<file path="src/rtl/line_buffer_sched_if.sv">
// Pixel-stream input and row-buffer control bundle for line_buffer_sched.
interface line_buffer_sched_if #(
    parameter int NUM_BUF = 4,
    parameter int CW      = 10
);
    localparam int PW = (NUM_BUF > 1) ? $clog2(NUM_BUF) : 1;

    logic               pix_valid;
    logic               pix_sof;
    logic [NUM_BUF-1:0] wr_en;
    logic [NUM_BUF-1:0] rd_en;
    logic [PW-1:0]      oldest_sel;
    logic [CW-1:0]      col_idx;
    logic [CW-1:0]      row_idx;
    logic               win_valid;
    logic               frame_done;
    logic               sof_err;

    // Camera side drives the stream and observes the scheduler outputs.
    modport master (
        output pix_valid, pix_sof,
        input  wr_en, rd_en, oldest_sel, col_idx, row_idx, win_valid, frame_done, sof_err
    );

    // Scheduler side.
    modport slave (
        input  pix_valid, pix_sof,
        output wr_en, rd_en, oldest_sel, col_idx, row_idx, win_valid, frame_done, sof_err
    );
endinterface

</file>
<file path="src/rtl/line_buffer_sched.sv">
// Row-buffer scheduler for the 5x5 edge-detection window.
//
// state | meaning
// IDLE  | waiting for a start-of-frame pixel
// FILL  | first rows of the frame, buffers not yet all holding data
// RUN   | steady state, windows become valid from column KSIZE-1
// DONE  | one cycle after the last pixel, frame_done pulse
//
// pos_* hold the position of the next pixel to arrive; the registered
// outputs describe the pixel accepted on the previous edge.
module line_buffer_sched #(
    parameter int IMG_W   = 640,
    parameter int IMG_H   = 480,
    parameter int NUM_BUF = 4,
    parameter int KSIZE   = 5,
    parameter int CW      = 10
) (
    input logic                clk,
    input logic                reset,
    line_buffer_sched_if.slave bus
);
    localparam int PW = (NUM_BUF > 1) ? $clog2(NUM_BUF) : 1;
    localparam logic [CW-1:0]      COL_LAST  = CW'(IMG_W - 1);
    localparam logic [CW-1:0]      ROW_LAST  = CW'(IMG_H - 1);
    localparam logic [CW-1:0]      WIN_START = CW'(KSIZE - 1);
    localparam logic [CW-1:0]      BUF_FULL  = CW'(NUM_BUF);
    localparam logic [PW-1:0]      PTR_LAST  = PW'(NUM_BUF - 1);
    localparam logic [NUM_BUF-1:0] ONE       = NUM_BUF'(1);

    typedef enum logic [1:0] {IDLE, FILL, RUN, DONE} state_t;

    state_t        state;
    logic [CW-1:0] pos_col;
    logic [CW-1:0] pos_row;
    logic [PW-1:0] pos_ptr;
    logic [PW-1:0] pos_old;

    logic               col_wrap;
    logic               last_pix;
    logic [CW-1:0]      nxt_col;
    logic [CW-1:0]      nxt_row;
    logic [PW-1:0]      nxt_ptr;
    logic [PW-1:0]      nxt_old;
    logic [NUM_BUF-1:0] wr_cur;
    logic [NUM_BUF-1:0] rd_cur;

    // Position advance and buffer enables for the pixel at pos_*.
    always_comb begin
        col_wrap = (pos_col == COL_LAST);
        last_pix = col_wrap && (pos_row == ROW_LAST);
        nxt_col  = col_wrap ? '0 : pos_col + CW'(1);
        nxt_row  = col_wrap ? pos_row + CW'(1) : pos_row;
        nxt_ptr  = pos_ptr;
        nxt_old  = pos_old;
        if (col_wrap) begin
            nxt_ptr = (pos_ptr == PTR_LAST) ? '0 : pos_ptr + PW'(1);
            // The oldest row only starts moving once every buffer has been filled.
            if (pos_row >= BUF_FULL) begin
                nxt_old = (pos_old == PTR_LAST) ? '0 : pos_old + PW'(1);
            end
        end
        wr_cur = ONE << pos_ptr;
        // While filling, only buffers below the write pointer hold a row.
        rd_cur = (pos_row < BUF_FULL) ? ((ONE << pos_row) - ONE) : ~wr_cur;
    end

    // Frame FSM with registered outputs.
    always_ff @(posedge clk or negedge reset) begin
        if (!reset) begin
            state          <= IDLE;
            pos_col        <= '0;
            pos_row        <= '0;
            pos_ptr        <= '0;
            pos_old        <= '0;
            bus.wr_en      <= '0;
            bus.rd_en      <= '0;
            bus.oldest_sel <= '0;
            bus.col_idx    <= '0;
            bus.row_idx    <= '0;
            bus.win_valid  <= 1'b0;
            bus.frame_done <= 1'b0;
            bus.sof_err    <= 1'b0;
        end else begin
            bus.wr_en      <= '0;
            bus.rd_en      <= '0;
            bus.win_valid  <= 1'b0;
            bus.frame_done <= 1'b0;
            case (state)
                IDLE, FILL, RUN: begin
                    if (bus.pix_valid) begin
                        if (bus.pix_sof) begin
                            // First pixel of a (possibly restarted) frame lands at (0,0) in buffer 0.
                            state          <= FILL;
                            bus.col_idx    <= '0;
                            bus.row_idx    <= '0;
                            bus.oldest_sel <= '0;
                            bus.wr_en      <= ONE;
                            pos_col        <= CW'(1);
                            pos_row        <= '0;
                            pos_ptr        <= '0;
                            pos_old        <= '0;
                        end else if (state == IDLE) begin
                            bus.sof_err <= 1'b1;
                        end else begin
                            bus.col_idx    <= pos_col;
                            bus.row_idx    <= pos_row;
                            bus.oldest_sel <= pos_old;
                            bus.wr_en      <= wr_cur;
                            bus.rd_en      <= rd_cur;
                            bus.win_valid  <= (pos_row >= WIN_START) && (pos_col >= WIN_START);
                            state          <= (pos_row >= WIN_START) ? RUN : FILL;
                            if (last_pix) begin
                                state   <= DONE;
                                pos_col <= '0;
                                pos_row <= '0;
                                pos_ptr <= '0;
                                pos_old <= '0;
                            end else begin
                                pos_col <= nxt_col;
                                pos_row <= nxt_row;
                                pos_ptr <= nxt_ptr;
                                pos_old <= nxt_old;
                            end
                        end
                    end
                end
                DONE: begin
                    bus.frame_done <= 1'b1;
                    bus.col_idx    <= '0;
                    bus.row_idx    <= '0;
                    bus.oldest_sel <= '0;
                    state          <= IDLE;
                end
                default: state <= IDLE;
            endcase
        end
    end
endmodule

</file>
<file path="src/flat_wrapper.sv">
// flat-port wrapper written by rule: the top's interface ports become plain ports
module line_buffer_sched_flat 
#(
    parameter int IMG_W   = 640,
    parameter int IMG_H   = 480,
    parameter int NUM_BUF = 4,
    parameter int KSIZE   = 5,
    parameter int CW      = 10
)
  (clk, reset, bus_pix_valid, bus_pix_sof, bus_wr_en, bus_rd_en, bus_oldest_sel, bus_col_idx, bus_row_idx, bus_win_valid, bus_frame_done, bus_sof_err);
  line_buffer_sched_if #(.NUM_BUF(NUM_BUF), .CW(CW)) bus_i ();
  input logic clk;
  input logic reset;
  input wire logic [$bits(bus_i.pix_valid)-1:0] bus_pix_valid;
  input wire logic [$bits(bus_i.pix_sof)-1:0] bus_pix_sof;
  output wire logic [$bits(bus_i.wr_en)-1:0] bus_wr_en;
  output wire logic [$bits(bus_i.rd_en)-1:0] bus_rd_en;
  output wire logic [$bits(bus_i.oldest_sel)-1:0] bus_oldest_sel;
  output wire logic [$bits(bus_i.col_idx)-1:0] bus_col_idx;
  output wire logic [$bits(bus_i.row_idx)-1:0] bus_row_idx;
  output wire logic [$bits(bus_i.win_valid)-1:0] bus_win_valid;
  output wire logic [$bits(bus_i.frame_done)-1:0] bus_frame_done;
  output wire logic [$bits(bus_i.sof_err)-1:0] bus_sof_err;
  assign bus_i.pix_valid = bus_pix_valid;
  assign bus_i.pix_sof = bus_pix_sof;
  assign bus_wr_en = bus_i.wr_en;
  assign bus_rd_en = bus_i.rd_en;
  assign bus_oldest_sel = bus_i.oldest_sel;
  assign bus_col_idx = bus_i.col_idx;
  assign bus_row_idx = bus_i.row_idx;
  assign bus_win_valid = bus_i.win_valid;
  assign bus_frame_done = bus_i.frame_done;
  assign bus_sof_err = bus_i.sof_err;
  line_buffer_sched #(.IMG_W(IMG_W), .IMG_H(IMG_H), .NUM_BUF(NUM_BUF), .KSIZE(KSIZE), .CW(CW)) u_core (.clk(clk), .reset(reset), .bus(bus_i));
endmodule
</file>
<file path="config.mk">
export PLATFORM = sky130hd
export DESIGN_NAME = line_buffer_sched_flat
export DESIGN_NICKNAME = d
export VERILOG_FILES = /design/src/rtl/line_buffer_sched_if.sv /design/src/rtl/line_buffer_sched.sv /design/src/flat_wrapper.sv
export SDC_FILE = /design/constraint.sdc
export NUM_CORES = 1
export LEC_CHECK = 0
export CAP_MARGIN = 30
export CORE_MARGIN = 4
export CORE_UTILIZATION = 50
export CTS_CLUSTER_DIAMETER = 120
export DETAILED_ROUTE_END_ITERATION = 10
export PLACE_DENSITY = 0.75
export SLEW_MARGIN = 25
export SYNTH_ARGS = -nofsm -noshare
export SYNTH_HDL_FRONTEND = slang
export SYNTH_SLANG_ARGS = --single-unit
</file>
<file path="constraint.sdc">
create_clock -name clk -period 2.5 [get_ports clk]
set_input_delay 0.5 -clock clk [delete_from_list [all_inputs] [get_ports clk]]
set_output_delay 0.5 -clock clk [all_outputs]
set_load 0.03 [all_outputs]
</file>
Yosys cells after proc, flatten, opt, wreduce, memory -nomap -nowiden
Cells that the tools add are included.
Operators by class
  $add $sub $neg: 5
  order comparisons: 3
  equality and inequality tests: 10
  shifts and indexed selects: 2
  muxes and demuxes: 51
  bitwise logic cells: 2
  reduce and logical (&&, ||, !) cells: 11
Operators by type and width (number)
  $mux 10: 14
  $pmux 10 s2: 2
  $mux 2: 19
  $mux 4: 9
  $add 10x1->10 const B: 2
  $ge 10x3->1 const B: 2
  $eq 10x10->1 const B: 1
  $eq 10x9->1 const B: 1
  $lt 10x3->1 const B: 1
  $shl 1x10->4 const A: 1
  $eq 2x2->1 const B: 4
  $pmux 2 s2: 2
  $reduce_and 4->1: 2
  $reduce_bool 3->1: 2
  $mux 1: 5
  $reduce_and 5->1: 1
  $add 2x1->2 const B: 2
  $ne 2x2->1 const B: 2
  $not 4->4: 1
  $shl 1x2->4 const A: 1
  $sub 4x1->4 const B: 1
  $ne 3x3->1 const B: 1
  $reduce_and 3->1: 1
  $reduce_or 3->1: 1
  5 further kinds: 6
Storage, ports and cells
  register bits: 59
  bits of input ports: 4
  output and inout bits: 33
  word-level logic and storage cells: 97

Longest topological paths before layout
Gate-level depths: netlist (run 1).
  word-level depth: 7
  gate-level depth with buffers: 8
  gate-level depth less buffers: 6

Worst setup path after synthesis (run 1)
Ideal clock, no wire load.
  kind: reg-to-reg
  start: register u_core.pos_row[0]
  end: register u_core.pos_row[6]
  library setup time: 0.076 ns
  arrival time: 1.757 ns
  slack: 0.666 ns
  cell stages (with the launch flop): 7
  path buffers: 0
  path through: dfrtp_1 ha_1 and4_1 and4_1 nand3b_2 or3_1 o21ai_1
Between the ends
  cells in the longest elaborated chain, start to end: 5
  elaborated cells on any way between the ends: 9
  classes of those cells: add/sub (1); eq/ne (1); mux (4); reduce/logical (3)
RTL lines
  start: declaration: line line_buffer_sched.sv:34  | logic [CW-1:0] pos_row;
  start signal: assignment: line line_buffer_sched.sv:120  | pos_row <= nxt_row;
  $add 10x1->10 or $eq 10x9->1 (tied branches): line line_buffer_sched.sv:52, line_buffer_sched.sv:50
  $mux 10 or $logic_and 1x1->1 (tied branches): line line_buffer_sched.sv:52, line_buffer_sched.sv:50
  $mux 10: line line_buffer_sched.sv:112  | if (last_pix) begin
  $mux 10: line line_buffer_sched.sv:102  | end else if (state == IDLE) begin
  $mux 10: line line_buffer_sched.sv:91  | if (bus.pix_sof) begin
Parallel ways exist; a longest one is shown, timed or not. The select of a mux whose other input is x is not followed.
A chain may end at the register's enable or synchronous reset.

Final worst setup path (run 1)
Same ends and word-level chain as after synthesis.

==> impl_metrics.py, run 1 <==
metrics = {
    "status": {
        "status": "finished, final reports clean",
    },
    "cts": {
        "cts_root_buffer": "clkbuf_8",
        "cts_made_buffers": 9,
        "cts_resized": 0,
        "clk_transition_reported_paths_ps": 70,
        "htreeDepth": 3,
        "clock_latency_ps": 340,
        "cts_sinks": 59,
        "cts_buffer_depth": 2,
        "post_cts_buffers": 0,
        "hold_buffers": 0,
        "cts_tree": "built",
    },
    "die": {
        "die_h_um": 81.6,
        "fp-row-count": 26,
        "die_area_um2": 6650,
        "start_util": 0.523,
        "die_width_um": 81.6,
        "core_area_um2": 5170,
        "ios": 37,
    },
    "layout": {
        "drive_above_1_share": 0.0847,
        "nets": 305,
        "postLayoutCoreUtil": 0.643,
        "syn_to_final_growth_pct": 22.8,
        "diodes": 0,
    },
    "yosys": {
        "ys_top_cells_by_area": "dfrtp_1 55%, a22o_1 8.1%, ha_1 4.6%",
        "synth_edf_count": 0,
        "async_flop_share": 1.00,
        "post-synth-top-count-cell": "dfrtp_1",
        "yosys.area.top_type_share": 0.546,
        "syn-num-nets": 266,
        "yosysTopAreaCell": "dfrtp_1",
        "syn_area_per_cell_um2": 10.7,
        "ys.flop_type": "dfrtp_1",
        "synth_common_cells": "59 x dfrtp_1, 25 x a22o_1, 23 x nand2_1",
        "ys_seq_area_frac": 0.546,
        "syn_area_um2": 2710,
        "yosysUniqueCellTypes": 42,
        "yosysWarnings": 0,
        "ys_seq_elements": 59,
        "synthCells": 252,
    },
    "critical_path": {
        "cp_slowest_cell": "dfrtp_1",
        "worst-path-stages": 6,
        "start_kind": "register",
        "r2r_end": "u_core.pos_row[6]",
        "worstSetupStartpoint": "u_core.pos_row[0]",
        "crit_top_cell": "and4_1",
        "cp-end-kind": "register",
        "crit_family": "simple AND/OR/NAND/NOR gates",
        "reg2reg_depth": 6,
        "reg2reg_slack_ps": 370,
        "max_stage_delay_ps": 490,
        "path_buf_inv": 0,
        "cp-endpoint": "u_core.pos_row[6]",
        "cp.required_ps": 2760,
        "crit_chain": "ha_1 > and4_1 > and4_1 > nand3b_2 > or3_1 > o21ai_1",
        "crit_fanout": 8,
        "r2r-start": "u_core.pos_row[0]",
        "cp.arrival_ps": 2390,
        "crit_type": "reg2reg",
    },
    "power_and_ir_drop": {
        "clkPwrFrac": 0.346,
        "p_per_area_nw_per_um2": 683,
        "power_frac_seq": 0.477,
        "pwr-share-comb": 0.177,
        "leakagePower_uw": 0.00150,
        "sw_frac_of_total": 0.298,
        "switching_power_uw": 677,
        "ir_worst_vdd_uv": 353,
        "internal-power_uw": 1590,
    },
    "grt": {
        "grt-ovfl-total": 0,
        "antenna_found_initial": 0,
        "first_global_vias": 2047,
        "grt_use_total": 0.196,
        "grt_start_max_net_pins": 37,
        "grt_pass1_wl_um": 9760,
    },
    "routing": {
        "dr.first_iter.drc_count": 87,
        "drcViolationCount": 0,
        "viasPerCell": 5.63,
        "vias": 2056,
        "ant_nets": 0,
        "drtPass1Iterations": 4,
        "routedWlPerCell_um": 15.6,
        "routed_wl_um": 5700,
    },
    "timing": {
        "hold_viol": 0,
        "period_share": 0.853,
        "tightest_slew_ps": 550,
        "fin_worst_skew_ps": 8.68,
        "min_period_ps": 2130,
        "setup_viol": 0,
        "rsz0062_at_grt": "false",
        "max_freq_mhz": 469,
        "totalNegativeSetupSlack_ps": 0,
        "relSlewSlack": 0.633,
        "drv_slew": 0,
    },
    "place": {
        "port_buffers": 36,
        "hpwl_um": 3790,
        "globalplace.congestion": 0.810,
    },
    "flow_run": {
        "maxCapViolations": 0,
    },
    "min_path": {
        "hold_class": "in2async",
    },
}
-- metal layers --
layer  up-vias  part of all wire  track usage
li1        988                 -            -
met1      1001              0.49        0.273
met3        12             0.059       0.0636
met2        55              0.43        0.267
met5         -                 0            0
met4         0             0.023        0.111
-- kinds of logic after synthesis --
family / Yosys count / share of synthesized area
buffers and inverters: 24 / 0.0398
multiplexers: 1 / 0.00370
AO/OA/AOI/OAI: 62 / 0.170
XOR/XNOR: 8 / 0.0259
flip-flops: 59 / 0.546
AND/OR/NAND/NOR: 88 / 0.169
adder cells (fa/ha/maj): 10 / 0.0462
-- area by class of cell --
type                       instances  area [um^2]
clock buffer                      13          169
clock inverter                     2         10.0
fill                             411         1850
inverter                          11         41.3
multi-input combinational        169         1130
sequential                        59         1480
tap                               70         87.6
timing repair buffer              41          405
-- cell usage in the layout (no fill, tap or decap), types with 2 or more instances in the layout --
cell type / Yosys / final
a21oi_1: 7 / 7
nor2_1: 19 / 19
o22ai_1: 3 / 2
inv_1: 11 / 11
a31oi_1: 2 / 2
dfrtp_1: 59 / 59
o31ai_1: 3 / 3
o21ai_0: 5 / 5
nor3_1: 4 / 4
nand4_1: 5 / 5
and4_1: 4 / 4
o21ai_1: 8 / 8
nand2_1: 23 / 23
nor4_1: 6 / 6
nand3_1: 6 / 6
clkinv_2: 0 / 2
clkbuf_8: 0 / 12
and2_1: 5 / 5
or3_1: 4 / 4
xor2_1: 3 / 3
and3_1: 3 / 3
buf_4: 0 / 4
nor2b_1: 2 / 2
clkdlybuf4s50_1: 0 / 35
ha_1: 10 / 10
a22o_1: 25 / 25
nand2b_1: 2 / 2
xnor2_1: 5 / 5
-- power groups by stage --
stage	registers, uW	logic [uW]	clock network [uW]
floorplan	1130	220	0
global placement	1100	394	0
detailed placement	1100	404	0
CTS	1080	407	805
global route	1090	443	854
finish	1080	402	786
-- state kept, by name (all words and copies together) (netlist names) --
| name | flops |
|---|---|
| u_core.bus.col_idx | 10 |
| u_core.bus.row_idx | 10 |
| u_core.pos_col | 10 |
| u_core.pos_row | 10 |
| u_core.bus.rd_en | 4 |
| u_core.bus.wr_en | 4 |
| u_core.bus.oldest_sel | 2 |
| u_core.pos_old | 2 |
| u_core.pos_ptr | 2 |
| u_core.state | 2 |
| u_core.bus.frame_done | 1 |
| u_core.bus.sof_err | 1 |
| u_core.bus.win_valid | 1 |
-- stage by stage --
step	hold WS, ps	instances	area, um^2	power [uW]	worst slack [ps]
2_1_floorplan	204	252	2710	1350	666
3_3_place_gp	465	350	3150	1490	181
3_5_place_dp	472	350	3150	1500	135
4_1_cts	152	365	3320	2290	379
5_1_grt	179	365	3320	2390	222
6_report	148	365	3320	2270	367
-- worst min-delay path by stage --
stage / start / cells past startpoint / slack, ps / end
final: reset / 1 / 150 / u_core.bus.col_idx[3]
after global routing: reset / 1 / 180 / u_core.pos_col[1]
after CTS: reset / 1 / 150 / u_core.pos_col[1]
after detailed placement: u_core.bus.row_idx[8] / 2 / 470 / u_core.bus.row_idx[8]
after global placement: u_core.bus.row_idx[8] / 2 / 460 / u_core.bus.row_idx[8]
after floorplan: reset / 0 / 200 / u_core.bus.col_idx[0]
Note: power is estimated with default switching activity, not from simulation.
==> inputs of run 2 (changes only) <==
- CORE_MARGIN: 4 -> not set
==> run 2 against run 1 <==
Compared with the run above: first-iteration DRC count up 36%; hold slack improved by 25 ps; routed wire length decreased by 0.79%; critical endpoint unchanged; highest routed layer unchanged; maximum frequency shrank 1.0%.
==> impl_metrics.py, run 2 (synthesis gave the netlist of run 1 again) <==
metrics = {
    "cts": {
        "cts_root_buffer": "clkbuf_8",
        "clock_latency_ps": 340,
        "cts_buffer_depth": 2,
        "htreeDepth": 3,
        "post_cts_buffers": 0,
        "cts_tree": "built",
        "cts_sinks": 59,
        "cts_resized": 0,
        "cts_made_buffers": 9,
        "hold_buffers": 0,
        "clk_transition_reported_paths_ps": 60,
    },
    "power_and_ir_drop": {
        "internal-power_uw": 1690,
        "sw_frac_of_total": 0.288,
        "leakagePower_uw": 0.00151,
        "switching_power_uw": 684,
        "ir_worst_vdd_uv": 359,
        "clkPwrFrac": 0.374,
        "p_per_area_nw_per_um2": 709,
        "total_power_uw": 2380,
        "pwr-share-comb": 0.171,
        "power_frac_seq": 0.455,
    },
    "routing": {
        "drtPass1Iterations": 4,
        "vias": 2058,
        "ant_nets": 0,
        "routedWlPerCell_um": 15.5,
        "drcViolationCount": 0,
        "dr.first_iter.drc_count": 118,
        "routed_wl_um": 5660,
        "viasPerCell": 5.64,
    },
    "layout": {
        "postLayoutCoreUtil": 0.648,
        "layout_commonest_cell": "dfrtp_1",
        "diodes": 0,
        "drive_above_1_share": 0.0881,
        "finalNonFillerCells": 365,
        "nets": 306,
        "syn_to_final_growth_pct": 23.9,
        "final_cell_mix": "59 x dfrtp_1, 35 x clkdlybuf4s50_1, 25 x a22o_1",
    },
    "critical_path": {
        "crit_chain": "ha_1 > and4_1 > and4_1 > nand3b_2 > or3_1 > o21ai_1",
        "max_stage_delay_ps": 490,
        "crit_type": "reg2reg",
        "reg2reg_depth": 6,
        "crit_family": "simple AND/OR/NAND/NOR gates",
        "cp-end-kind": "register",
        "path_buf_inv": 0,
        "cp-endpoint": "u_core.pos_row[6]",
        "cp.arrival_ps": 2420,
        "r2r_end": "u_core.pos_row[6]",
        "reg2reg_slack_ps": 350,
        "cp.required_ps": 2770,
        "cp_slowest_cell": "dfrtp_1",
        "start_kind": "register",
        "crit_fanout": 8,
        "r2r-start": "u_core.pos_row[0]",
        "crit_top_cell": "and4_1",
        "worstSetupStartpoint": "u_core.pos_row[0]",
        "worst-path-stages": 6,
    },
    "grt": {
        "antenna_found_initial": 0,
        "grt_use_total": 0.229,
        "grt-ovfl-total": 0,
        "grt_pass1_wl_um": 9470,
        "first_global_vias": 1961,
        "grt_start_max_net_pins": 34,
    },
    "timing": {
        "rsz0062_at_grt": "false",
        "min_period_ps": 2150,
        "hold_viol": 0,
        "max_freq_mhz": 464,
        "fin_worst_skew_ps": 7.62,
        "drv_slew": 0,
        "relSlewSlack": 0.589,
        "setup_viol": 0,
        "period_share": 0.862,
        "layout_setup_ws_ps": 345,
        "totalNegativeSetupSlack_ps": 0,
        "tightest_slew_ps": 617,
    },
    "die": {
        "die_width_um": 75.6,
        "fp-row-count": 26,
        "die_area_um2": 5710,
        "die_h_um": 75.6,
        "core_area_um2": 5170,
        "start_util": 0.523,
        "ios": 37,
    },
    "status": {
        "status": "finished, final reports clean",
    },
    "place": {
        "hpwl_um": 3590,
        "placed_cells": 351,
        "globalplace.congestion": 0.820,
        "dp_worst_setup_slack_ps": 158,
        "port_buffers": 36,
    },
    "flow_run": {
        "maxCapViolations": 0,
    },
    "min_path": {
        "hold_class": "in2async",
    },
}
-- run 2: changes by cell type in the layout (fill, tap and decap cells not counted) --
cell,previous run,this run
buf_4,4,5
bufinv_16,0,1
clkbuf_1,1,0
clkinv_2,2,1
-- run 2: worst min path at each step --
stage                                startpoint                    end  slack (ps)
after global routing                      reset        u_core.state[1]         230
after CTS                                 reset      u_core.pos_row[8]         180
final                                     reset        u_core.state[1]         170
after floorplan                           reset  u_core.bus.col_idx[0]         200
after global placement    u_core.bus.row_idx[8]  u_core.bus.row_idx[8]         460
after detailed placement  u_core.bus.row_idx[8]  u_core.bus.row_idx[8]         470
-- run 2: power by group through the flow --
stage	clock network [uW]	registers [uW]	logic, uW
2_1_floorplan	0	1130	220
3_3_place_gp	0	1100	396
3_5_place_dp	0	1100	407
4_1_cts	904	1080	408
5_1_grt	941	1090	455
6_report	890	1080	406
-- run 2: final cells by class --
| class | instances | area [um^2] |
|---|---|---|
| Clock buffer | 12 | 165 |
| Multi-Input combinational cell | 169 | 1130 |
| Inverter | 11 | 41.3 |
| Sequential cell | 59 | 1480 |
| Fill cell | 410 | 1820 |
| Clock inverter | 2 | 35.0 |
| Tap cell | 70 | 87.6 |
| Timing Repair Buffer | 42 | 413 |
-- run 2: metal layers --
metal / GRT usage / vias to the layer above / wire length, um
met4: 0.113 / 0 / 92
met1: 0.311 / 1003 / 2700
met2: 0.341 / 58 / 2590
li1: - / 988 / -
met3: 0.0608 / 9 / 273
met5: 0 / - / 0
-- run 2: metrics by stage --
stage | area [um^2] | hold slack, ps
6_report | 3350 | 173
2_1_floorplan | 2710 | 204
4_1_cts | 3350 | 179
3_3_place_gp | 3150 | 464
5_1_grt | 3350 | 226
3_5_place_dp | 3150 | 473
